### config.mk
export PLATFORM = sky130hd
export DESIGN_NAME = acc_cpu_core_p
export DESIGN_NICKNAME = d
export VERILOG_FILES = /design/src/rtl/acc_cpu_core_p.sv
export SDC_FILE = /design/constraint.sdc
export NUM_CORES = 1
export LEC_CHECK = 0
export ABC_AREA = 1
export CAP_MARGIN = 5
export CORE_UTILIZATION = 55
export DETAILED_ROUTE_END_ITERATION = 7
export GPL_TIMING_DRIVEN = 1
export PLACE_DENSITY = 0.73
export SYNTH_ARGS = -nofsm -noshare
export SYNTH_HDL_FRONTEND = slang
export SYNTH_SLANG_ARGS = --single-unit
### constraint.sdc
create_clock -name clk -period 8.8 [get_ports clk]
set_clock_uncertainty 0.2 [all_clocks]
set_input_delay 0.88 -clock clk [delete_from_list [all_inputs] [get_ports clk]]
set_output_delay 0.88 -clock clk [all_outputs]
set_load 0.05 [all_outputs]
### src/rtl/acc_cpu_core_p.sv
// rtl/acc_cpu_core_p.sv - parametrised accumulator CPU core; define ACC_SAT_EN for saturating ADD/SUB
module acc_cpu_core_p #(
  parameter int DW = 8,
  parameter int RA = 4,
  parameter int PW = 8
) (
  input  logic          clk,
  input  logic          CLB,
  output logic          imem_req,
  output logic [PW-1:0] imem_addr,
  input  logic          imem_ack,
  input  logic [RA+3:0] imem_data,
  output logic [PW-1:0] pc,
  output logic [DW-1:0] accum_value,
  output logic          flag_z,
  output logic          flag_c,
  output logic          halted
);

  localparam int IW = 4 + RA;
  localparam int NR = 1 << RA;

  localparam logic [3:0] OP_NOP = 4'h0;
  localparam logic [3:0] OP_LDI = 4'h1;
  localparam logic [3:0] OP_LDR = 4'h2;
  localparam logic [3:0] OP_STR = 4'h3;
  localparam logic [3:0] OP_ADD = 4'h4;
  localparam logic [3:0] OP_SUB = 4'h5;
  localparam logic [3:0] OP_AND = 4'h6;
  localparam logic [3:0] OP_OR  = 4'h7;
  localparam logic [3:0] OP_XOR = 4'h8;
  localparam logic [3:0] OP_NOT = 4'h9;
  localparam logic [3:0] OP_SHL = 4'hA;
  localparam logic [3:0] OP_SHR = 4'hB;
  localparam logic [3:0] OP_JMP = 4'hC;
  localparam logic [3:0] OP_JZ  = 4'hD;
  localparam logic [3:0] OP_JC  = 4'hE;
  localparam logic [3:0] OP_HLT = 4'hF;

  typedef enum logic [1:0] {
    S_FETCH = 2'd0,
    S_EXEC  = 2'd1,
    S_HALT  = 2'd2
  } state_t;

  state_t          r_state;
  state_t          w_next_state;
  logic [PW-1:0]   r_pc;
  logic [DW-1:0]   r_acc;
  logic            r_z;
  logic            r_c;
  logic [IW-1:0]   r_ir;
  logic [DW-1:0]   r_regs [NR];

  logic [3:0]      w_op;
  logic [RA-1:0]   w_a;
  logic [DW-1:0]   w_rv;
  logic [DW-1:0]   w_imm;
  logic [DW:0]     w_sum;
  logic [DW:0]     w_diff;
  logic [PW-1:0]   w_pc_inc;
  logic [PW-1:0]   w_jmp;
  logic            w_req;
  logic [PW-1:0]   w_pc_n;
  logic [DW-1:0]   w_acc_n;
  logic            w_acc_wr;
  logic            w_z_n;
  logic            w_c_n;
  logic            w_reg_we;

  assign w_op     = r_ir[IW-1:RA];
  assign w_a      = r_ir[RA-1:0];
  assign w_rv     = r_regs[w_a];
  assign w_imm    = DW'(w_a);
  assign w_sum    = {1'b0, r_acc} + {1'b0, w_rv};
  // Top bit of the widened difference is the borrow, i.e. acc < R[a]
  assign w_diff   = {1'b0, r_acc} - {1'b0, w_rv};
  assign w_pc_inc = r_pc + PW'(1);
  assign w_jmp    = PW'(w_rv);

  assign imem_req    = w_req & ~CLB;
  assign imem_addr   = r_pc;
  assign pc          = r_pc;
  assign accum_value = r_acc;
  assign flag_z      = r_z;
  assign flag_c      = r_c;
  assign halted      = (r_state == S_HALT);

  // Next-state, fetch request and single-cycle execution of the latched instruction
  always_comb begin
    w_next_state = r_state;
    w_req        = 1'b0;
    w_pc_n       = r_pc;
    w_acc_n      = r_acc;
    w_acc_wr     = 1'b0;
    w_c_n        = r_c;
    w_reg_we     = 1'b0;
    case (r_state)
      S_FETCH: begin
        w_req = 1'b1;
        if (imem_ack) w_next_state = S_EXEC;
      end
      S_EXEC: begin
        w_next_state = S_FETCH;
        w_pc_n       = w_pc_inc;
        case (w_op)
          OP_NOP: ;
          OP_LDI: begin w_acc_n = w_imm; w_acc_wr = 1'b1; end
          OP_LDR: begin w_acc_n = w_rv;  w_acc_wr = 1'b1; end
          OP_STR: w_reg_we = 1'b1;
          OP_ADD: begin
`ifdef ACC_SAT_EN
            w_acc_n = w_sum[DW] ? '1 : w_sum[DW-1:0];
`else
            w_acc_n = w_sum[DW-1:0];
`endif
            w_c_n    = w_sum[DW];
            w_acc_wr = 1'b1;
          end
          OP_SUB: begin
`ifdef ACC_SAT_EN
            w_acc_n = w_diff[DW] ? '0 : w_diff[DW-1:0];
`else
            w_acc_n = w_diff[DW-1:0];
`endif
            w_c_n    = w_diff[DW];
            w_acc_wr = 1'b1;
          end
          OP_AND: begin w_acc_n = r_acc & w_rv; w_acc_wr = 1'b1; end
          OP_OR:  begin w_acc_n = r_acc | w_rv; w_acc_wr = 1'b1; end
          OP_XOR: begin w_acc_n = r_acc ^ w_rv; w_acc_wr = 1'b1; end
          OP_NOT: begin w_acc_n = ~r_acc;       w_acc_wr = 1'b1; end
          OP_SHL: begin
            w_c_n    = r_acc[DW-1];
            w_acc_n  = {r_acc[DW-2:0], 1'b0};
            w_acc_wr = 1'b1;
          end
          OP_SHR: begin
            w_c_n    = r_acc[0];
            w_acc_n  = {1'b0, r_acc[DW-1:1]};
            w_acc_wr = 1'b1;
          end
          OP_JMP: w_pc_n = w_jmp;
          OP_JZ:  if (r_z) w_pc_n = w_jmp;
          OP_JC:  if (r_c) w_pc_n = w_jmp;
          OP_HLT: begin
            w_next_state = S_HALT;
            w_pc_n       = r_pc;
          end
          default: ;
        endcase
      end
      S_HALT: ;
      default: w_next_state = S_FETCH;
    endcase
    // Zero flag follows the new accumulator only for ops that write it
    w_z_n = w_acc_wr ? (w_acc_n == '0) : r_z;
  end

  // State register
  always_ff @(posedge clk) begin
    if (CLB) r_state <= S_FETCH;
    else     r_state <= w_next_state;
  end

  // Architectural state: IR capture on an accepted fetch, commit of the executed instruction
  always_ff @(posedge clk) begin
    if (CLB) begin
      r_pc  <= '0;
      r_acc <= '0;
      r_z   <= 1'b0;
      r_c   <= 1'b0;
      r_ir  <= '0;
      for (int i = 0; i < NR; i++) r_regs[i] <= '0;
    end else begin
      if (r_state == S_FETCH && imem_ack) r_ir <= imem_data;
      r_pc  <= w_pc_n;
      r_acc <= w_acc_n;
      r_z   <= w_z_n;
      r_c   <= w_c_n;
      if (w_reg_we) r_regs[w_a] <= r_acc;
    end
  end

endmodule

==> impl_results.md, run 1 <==
* Drt pass-1 iters at 5
* WHS at 0.321 ns
* GPL Wtd Cong at 0.973
* Fin nets at 1133
* Final Max Tran Viols at 0
* Die Ht at 128 um
* Crit path depth at 19
* Dpl ws at 4.87 ns
* Synthesized area at 8800 sq um
* Crit-path max FO at 74
* DRC errors left at 0
* Max incr delay on CP at 0.57 ns
* Postcts setup bufs at 0
* Initial antenna violation count at 0
* Share of the synthesized area in the top cell type at 43.7%
* Routed Antenna Nets at 0
* First-pass GRT wire length at 37400 um
* Worst path arrival time at 4.11 ns
* Die width at 128 um
* Number of synthesized register bits at 160
* Clock transition at path regs at 0.06 ns
* CTS tree: built
* Fmax at 253 MHz
* Cell taking the most area after synthesis: edfxtp_1
* Crit path time final at 3.95 ns
* Warnings, synthesis at 0
* Post-route setup TNS at 0 ns
* Unrepaired setup endpoints after global routing: no
* CP Launch Type: register
* Number of global-route vias before repair at 7039
* Layout cells sized above 1 at 5.60%
* CP max stage cell: buf_4
* Area contributors post-synth: edfxtp_1 (44%), nand2_1 (11%), nor2_1 (9.8%)
* Slew @ Worst Pin at 1.34 ns
* Hold Path Class: reg -> reg
* Crit path cell chain: buf_4, nor2_1, nor2_1, o21ai_0, nand3_1, nand3_1, nand2_1, inv_1, ha_1, inv_1, a21oi_1, nand3_1, nand3_1, nand2_1, nor2_1, nor2_1, nor2_1, nand3_1, a21oi_1
* Layout area overhead at 10.2%
* Seq/Total Area, Yosys at 51.0%
* Cell variety after synth at 37
* Overflow after GRT at 0
* Final period util at 44.9%
* IO Pins at 39
* R2R setup slack at 4.85 ns
* Clk Latency, worst-skew pair at 0.44 ns
* Outcome: complete, no violations
* Compound-Gate Fraction of Synth Area at 7.71%
* Cts bufs inserted at 17
* DRT iter0 DRCs at 763
* Dpl hpwl at 16300 um
* Final Power at 1.87 mW
* Data required time of the worst path at 8.96 ns
* Worst Setup EP: flag_z$_SDFFE_PP0P_
* Die ar. at 16500 sq um
* Post-Synthesis Cells at 1086
* Avg Synthesized Cell Area at 8.10 sq um
* PortBufs at 38
* Site Rows at 45
* Syn_nets at 1125
* Reg2reg end: flag_z$_SDFFE_PP0P_
* Mux contribution to synthesized area at 0%
* CTS root buffer: clkbuf_16
* P_leak at 3.94 nW
* Worst slew margin at 9.82%
* Critical Path End Type: register
* Vias per Instance at 5.62
* Main combinational cell family by area after synthesis: simple AND/OR/NAND/NOR gates
* Htree depth at 4
* Count of final hold-check violations at 0
* Post-Synth Simple-Gate Area at 29.1%
* All-Layer GR Usage at 30.7%
* CP delay by family, top: simple AND/OR/NAND/NOR gates
* CTS sink cnt at 160
* Bufs on Longest Clock Path at 2
* Antenna Cells at 0
* Largest net degree at the start of global routing at 75
* Post-Synth XOR/XNOR Area at 0.398%
* CORE AREA at 15400 sq um
* Via count at 7405
* DRT Wirelength at 24100 um
* Max-Cap Viols at 0
* Setup violators final at 0
* Buf/Inv on CP at 3
* Initial Util at 57.0%
* Post-CTS sizing at 0
* Final worst slack at 4.85 ns
* Util after Layout at 62.9%
* Reg2Reg Depth at 19
* Post-Synth Adder-Cell Area at 4.15%
* Peak VDD IR at 0.142 mV
* WL/cell at 18.3 um
* Power density over cell area at 192 nW/um^2
* Kind of critical path: reg -> reg
* Post-CTS Hold Fix Bufs at 0
==> layout by cell type (no fill, tap or decap), drive strengths merged <==
cell type      count
nand4              2
buf                3
nand3b             2
a41oi              1
o32ai              1
nand2            277
clkinv            14
o21ai             52
inv              102
clkbuf            21
clkdlybuf4s50     38
nand3             96
ha                26
a31oi              1
or2                1
nor2             231
nor3              10
o22ai              5
a221oi             2
dfxtp             32
a211oi             3
edfxtp           128
o21a               1
o211ai            16
o221ai             4
a21oi             32
fa                 2
xor2               3
xnor2              1
==> flip-flops by register name (all words and copies together) (netlist names), named ones only <==
register     cells
accum_value      8
flag_c           1
flag_z           1
imem_addr        8
r_ir             8
r_regs         128
r_state          2
==> where the power goes <==
part           switching, mW  internal, mW  leakage (nW)  total, mW
sequential            0.0238         0.844          1.59      0.867
clock                  0.300         0.361         0.268      0.661
combinational          0.244        0.0930          2.09      0.337
==> cell type report <==
type                            instances  area (sq um)
Clock buffer                           21           444
Clock inverter                         11          66.3
Fill cell                            1443          5730
Inverter                              105           394
Multi-Input combinational cell        769          3640
Sequential cell                       160          4490
Tap cell                              211           264
Timing Repair Buffer                   41           403
==> synthesized netlist by cell type <==
master / count
a211oi_1: 3
a21oi_1: 32
a221oi_1: 2
a31oi_1: 1
a41oi_1: 1
buf_1: 1
buf_2: 11
buf_4: 11
buf_6: 4
clkbuf_1: 24
clkbuf_2: 1
clkinv_1: 6
dfxtp_1: 32
edfxtp_1: 128
fa_1: 2
ha_1: 26
inv_1: 95
inv_2: 4
nand2_1: 260
nand2_2: 17
nand3_1: 96
nand3b_1: 2
nand4_1: 2
nor2_1: 230
nor2_2: 1
nor3_1: 6
nor3_4: 4
o211ai_1: 16
o21a_1: 1
o21ai_0: 49
o21ai_1: 3
o221ai_1: 4
o22ai_1: 5
o32ai_1: 1
or2_2: 1
xnor2_1: 1
xor2_1: 3
==> worst min path at each step <==
| stage | startpoint | to | slack [ns] | cells after the start |
|---|---|---|---|---|
| floorplan | r_ir[3]$_SDFFE_PP0P_ | register | 0.30 | 2 |
| finish | imem_addr[1]$_SDFFE_PP0P_ | imem_addr[1]$_SDFFE_PP0P_ | 0.32 | 2 |
| global route | imem_addr[1]$_SDFFE_PP0P_ | imem_addr[1]$_SDFFE_PP0P_ | 0.36 | 2 |
| detailed placement | imem_addr[1]$_SDFFE_PP0P_ | imem_addr[1]$_SDFFE_PP0P_ | 0.31 | 2 |
| global placement | imem_addr[1]$_SDFFE_PP0P_ | imem_addr[1]$_SDFFE_PP0P_ | 0.31 | 2 |
| CTS | imem_addr[1]$_SDFFE_PP0P_ | imem_addr[1]$_SDFFE_PP0P_ | 0.32 | 2 |
==> per-layer routing <==
layer / track usage (%) / share of wire [%] / up-vias
li1: - / - / 3568
met5: 0 / 0 / -
met4: 17.8 / 3.8 / 0
met3: 4.91 / 7.2 / 60
met1: 38.8 / 41 / 3449
met2: 50.2 / 48 / 328
==> through the flow <==
stage,area [sq um],cells
after global placement,9190,1286
after detailed placement,9190,1286
final,9700,1318
after floorplan,8800,1086
after global routing,9700,1318
after CTS,9700,1318
==> tightest hold or removal path, cell delays in order (launching register included) <==
cell and delay, ns:
dfxtp_1 0.35, nand2_1 0.08, a21oi_1 0.05
==> logic make-up after synthesis <==
| logic type | after synthesis |
|---|---|
| compound gates | 118 |
| xor+xnor | 4 |
| fa+ha+maj | 28 |
| buf+inv | 157 |
| flops | 160 |
| simple gates | 619 |
Note: power is estimated with default switching activity, not from simulation.
==> run 2: changes to the inputs <==
--- a/config.mk
+++ b/config.mk
@@ -10,7 +10,7 @@
 export CORE_UTILIZATION = 55
 export DETAILED_ROUTE_END_ITERATION = 7
 export GPL_TIMING_DRIVEN = 1
-export PLACE_DENSITY = 0.73
+export PLACE_DENSITY = 0.76
 export SYNTH_ARGS = -nofsm -noshare
 export SYNTH_HDL_FRONTEND = slang
 export SYNTH_SLANG_ARGS = --single-unit
==> constraint.sdc (replaced) <==
create_clock -name clk -period 3.2 [get_ports clk]
set_clock_uncertainty 0.2 [all_clocks]
set_input_delay 0.32 -clock clk [delete_from_list [all_inputs] [get_ports clk]]
set_output_delay 0.32 -clock clk [all_outputs]
set_load 0.05 [all_outputs]
==> impl_results.md, run 2 (synthesis gave the netlist of run 1 again) <==
* Buf/Inv on CP at 2 (was 3)
* Worst path arrival time at 3.26 ns (was 4.11 ns)
* Antenna Cells at 0 (unchanged)
* Initial Util at 57.0% (unchanged)
* Crit-path max FO at 10 (was 74)
* GPL Wtd Cong at 0.939 (was 0.973)
* Data required time of the worst path at 3.37 ns (was 8.96 ns)
* Reg2Reg Depth at 20 (was 19)
* Site Rows at 45 (unchanged)
* Peak VDD IR at 0.359 mV (was 0.142 mV)
* Max-Cap Viols at 0 (unchanged)
* GR Util met3 at 5.28% (was 4.91%)
* Cts bufs inserted at 17 (unchanged)
* Reg2reg end: flag_z$_SDFFE_PP0P_ (unchanged)
* Number of global-route vias before repair at 7042 (was 7039)
* Bufs on Longest Clock Path at 2 (unchanged)
* Clk Latency, worst-skew pair at 0.44 ns (about the same)
* DRC errors left at 0 (unchanged)
* Die ar. at 16500 sq um (unchanged)
* Worst slew margin at 43.5% (was 9.82%)
* DRT Wirelength at 24500 um (was 24100 um)
* Most used routing layer in global routing: met2 (unchanged)
* Critical Path End Type: register (unchanged)
* Biggest register: r_regs (unchanged)
* WHS Path Cells at 3 (was 2)
* Via count at 7680 (was 7405)
* Most frequent cells in the layout: nand2_1 (251), nor2_1 (227), edfxtp_1 (128) (was nand2_1 (260), nor2_1 (230), edfxtp_1 (128))
* Power density over cell area at 544 nW/um^2 (was 192 nW/um^2)
* CTS sink cnt at 160 (unchanged)
* R2R setup slack at 0.11 ns (was 4.85 ns)
* Most common cell after layout, fill and taps aside: nand2_1 (unchanged)
* HP Start: imem_data[7] (was imem_addr[1]$_SDFFE_PP0P_)
* Vias per Instance at 5.64 (was 5.62)
* Fmax at 324 MHz (was 253 MHz)
* CTS tree: built (unchanged)
* Grt met2 use at 49.3% (was 50.2%)
* Dpl hpwl at 16300 um (about the same)
* Outcome: complete, no violations (unchanged)
* Crit path time final at 3.09 ns (was 3.95 ns)
* Max reg flops at 128 (unchanged)
* WL/cell at 18.0 um (was 18.3 um)
* Drt pass-1 iters at 7 (was 5)
* Count of final hold-check violations at 0 (unchanged)
* Final Power at 5.69 mW (was 1.87 mW)
* Max incr delay on CP at 0.41 ns (was 0.57 ns)
* CP Launch Type: register (unchanged)
* Overflow after GRT at 0 (unchanged)
* First-pass GRT wire length at 36600 um (was 37400 um)
* CP max stage cell: dfxtp_4 (was buf_4)
* Worst Setup EP: flag_z$_SDFFE_PP0P_ (unchanged)
* Crit path depth at 20 (was 19)
* Layout area overhead at 19.0% (was 10.2%)
* Largest net degree at the start of global routing at 39 (was 75)
* Htree depth at 4 (unchanged)
* Final period util at 96.5% (was 44.9%)
* Layout cells sized above 1 at 11.8% (was 5.60%)
* Initial antenna violation count at 0 (unchanged)
* Hold Path Class: in -> reg (was reg -> reg)
* All-Layer GR Usage at 29.7% (was 30.7%)
* CP delay by family, top: simple AND/OR/NAND/NOR gates (unchanged)
* Slew @ Worst Pin at 0.844 ns (was 1.34 ns)
* Crit path cell chain: buf_12, clkbuf_16, nand2_1, nand2_1, nand2_2, nand3_2, nand3_2, nand2_4, ha_4, fa_2, or2_4, nand3_2, o221ai_1, nor2_1, nand2_1, nand2_1, nand2_1, nor2_2, nand3_1, a21oi_1 (was buf_4, nor2_1, nor2_1, o21ai_0, nand3_1, nand3_1, nand2_1, inv_1, ha_1, inv_1, a21oi_1, nand3_1, nand3_1, nand2_1, nor2_1, nor2_1, nor2_1, nand3_1, a21oi_1)
* P_leak at 4.26 nW (was 3.94 nW)
* IO Pins at 39 (unchanged)
* Fin nets at 1178 (was 1133)
* Final Max Tran Viols at 0 (unchanged)
* CORE AREA at 15400 sq um (unchanged)
* Met1 Track Usage GR at 37.3% (was 38.8%)
* Setup violators final at 0 (unchanged)
* Kind of critical path: reg -> reg (unchanged)
* Die Ht at 128 um (unchanged)
* DRT iter0 DRCs at 896 (was 763)
* Most used cell, CP: nand2_1
* Die width at 128 um (unchanged)
* PortBufs at 38 (unchanged)
* Clock transition at path regs at 0.07 ns (was 0.06 ns)
* CTS root buffer: clkbuf_16 (unchanged)
* Routed Antenna Nets at 0 (unchanged)
* WHS at 0.304 ns (was 0.321 ns)
## run 2: changes by cell type in the layout (fill, tap and decap cells not counted), sizes merged
cell,change
buf,+41
clkinv,-5
bufinv,+4
clkinvlp,+3
clkbuf,+1
## run 2: power by group
part	internal, mW	switching, mW	leakage (nW)	total [mW]
Sequential	2.32	0.0628	1.59	2.38
Clock	1.30	0.842	0.291	2.15
Combinational	0.414	0.752	2.38	1.17
Total	4.04	1.66	4.26	5.69
## run 2: area by class of cell
class                   instances  area, sq um
inverters                     105          402
repair buffers                 86          905
flip-flops and latches        160         4490
fillers                      1248         4960
well taps                     211          264
multi-input cells             769         3790
clock inverters                13          186
clock buffers                  18          429
## run 2: worst min path at each step
stage	endpoint	slack, ns
after global routing	r_ir[5]$_SDFFE_PP0P_	0.34
after global placement	imem_addr[1]$_SDFFE_PP0P_	0.31
final	r_ir[7]$_SDFFE_PP0P_	0.30
after detailed placement	imem_addr[1]$_SDFFE_PP0P_	0.32
after CTS	r_ir[7]$_SDFFE_PP0P_	0.30
after floorplan	register	0.30
## run 2: what timing repair did
| action | in CTS | in global routing |
|---|---|---|
| gates cloned | 0 | 5 |
| pin swaps | 0 | 10 |
| setup buffers | 0 | 4 |
| setup endpoints to repair | 1 | 5 |
| resized for setup | 2 | 55 |
| hold buffers | 0 | 0 |
## run 2: per-stage QoR
| stage | setup TNS [ns] | area (sq um) | setup WS (ns) | cells | utilization [%] |
|---|---|---|---|---|---|
| 2_1_floorplan | 0 | 8800 | 0.0832 | 1086 | - |
| 3_3_place_gp | 0 | 9490 | 0.0771 | 1322 | 61.5 |
| 3_5_place_dp | 0 | 9490 | 0.0374 | 1322 | 61.5 |
| 4_1_cts | 0 | 10100 | 0.0168 | 1353 | 65.5 |
| 5_1_grt | -0.0212 | 10500 | -0.0212 | 1362 | 67.9 |
| 6_report | 0 | 10500 | 0.111 | 1362 | 67.9 |
## run 2: routing by layer
metal / up-vias / part of all wire, %
met2: 400 / 47
li1: 3656 / -
met1: 3526 / 40
met4: 0 / 4.4
met3: 98 / 8.3
met5: - / 0
## run 2: worst reg2reg max path, stage by stage, from the launching register on
cell	delay, ns
dfxtp_4	0.41
buf_12	0.16
clkbuf_16	0.15
nand2_1	0.08
nand2_1	0.07
nand2_2	0.06
nand3_2	0.09
nand3_2	0.11
nand2_4	0.08
ha_4	0.17
fa_2	0.39
or2_4	0.26
nand3_2	0.07
o221ai_1	0.12
nor2_1	0.12
nand2_1	0.06
nand2_1	0.09
nand2_1	0.07
nor2_2	0.09
nand3_1	0.07
a21oi_1	0.11
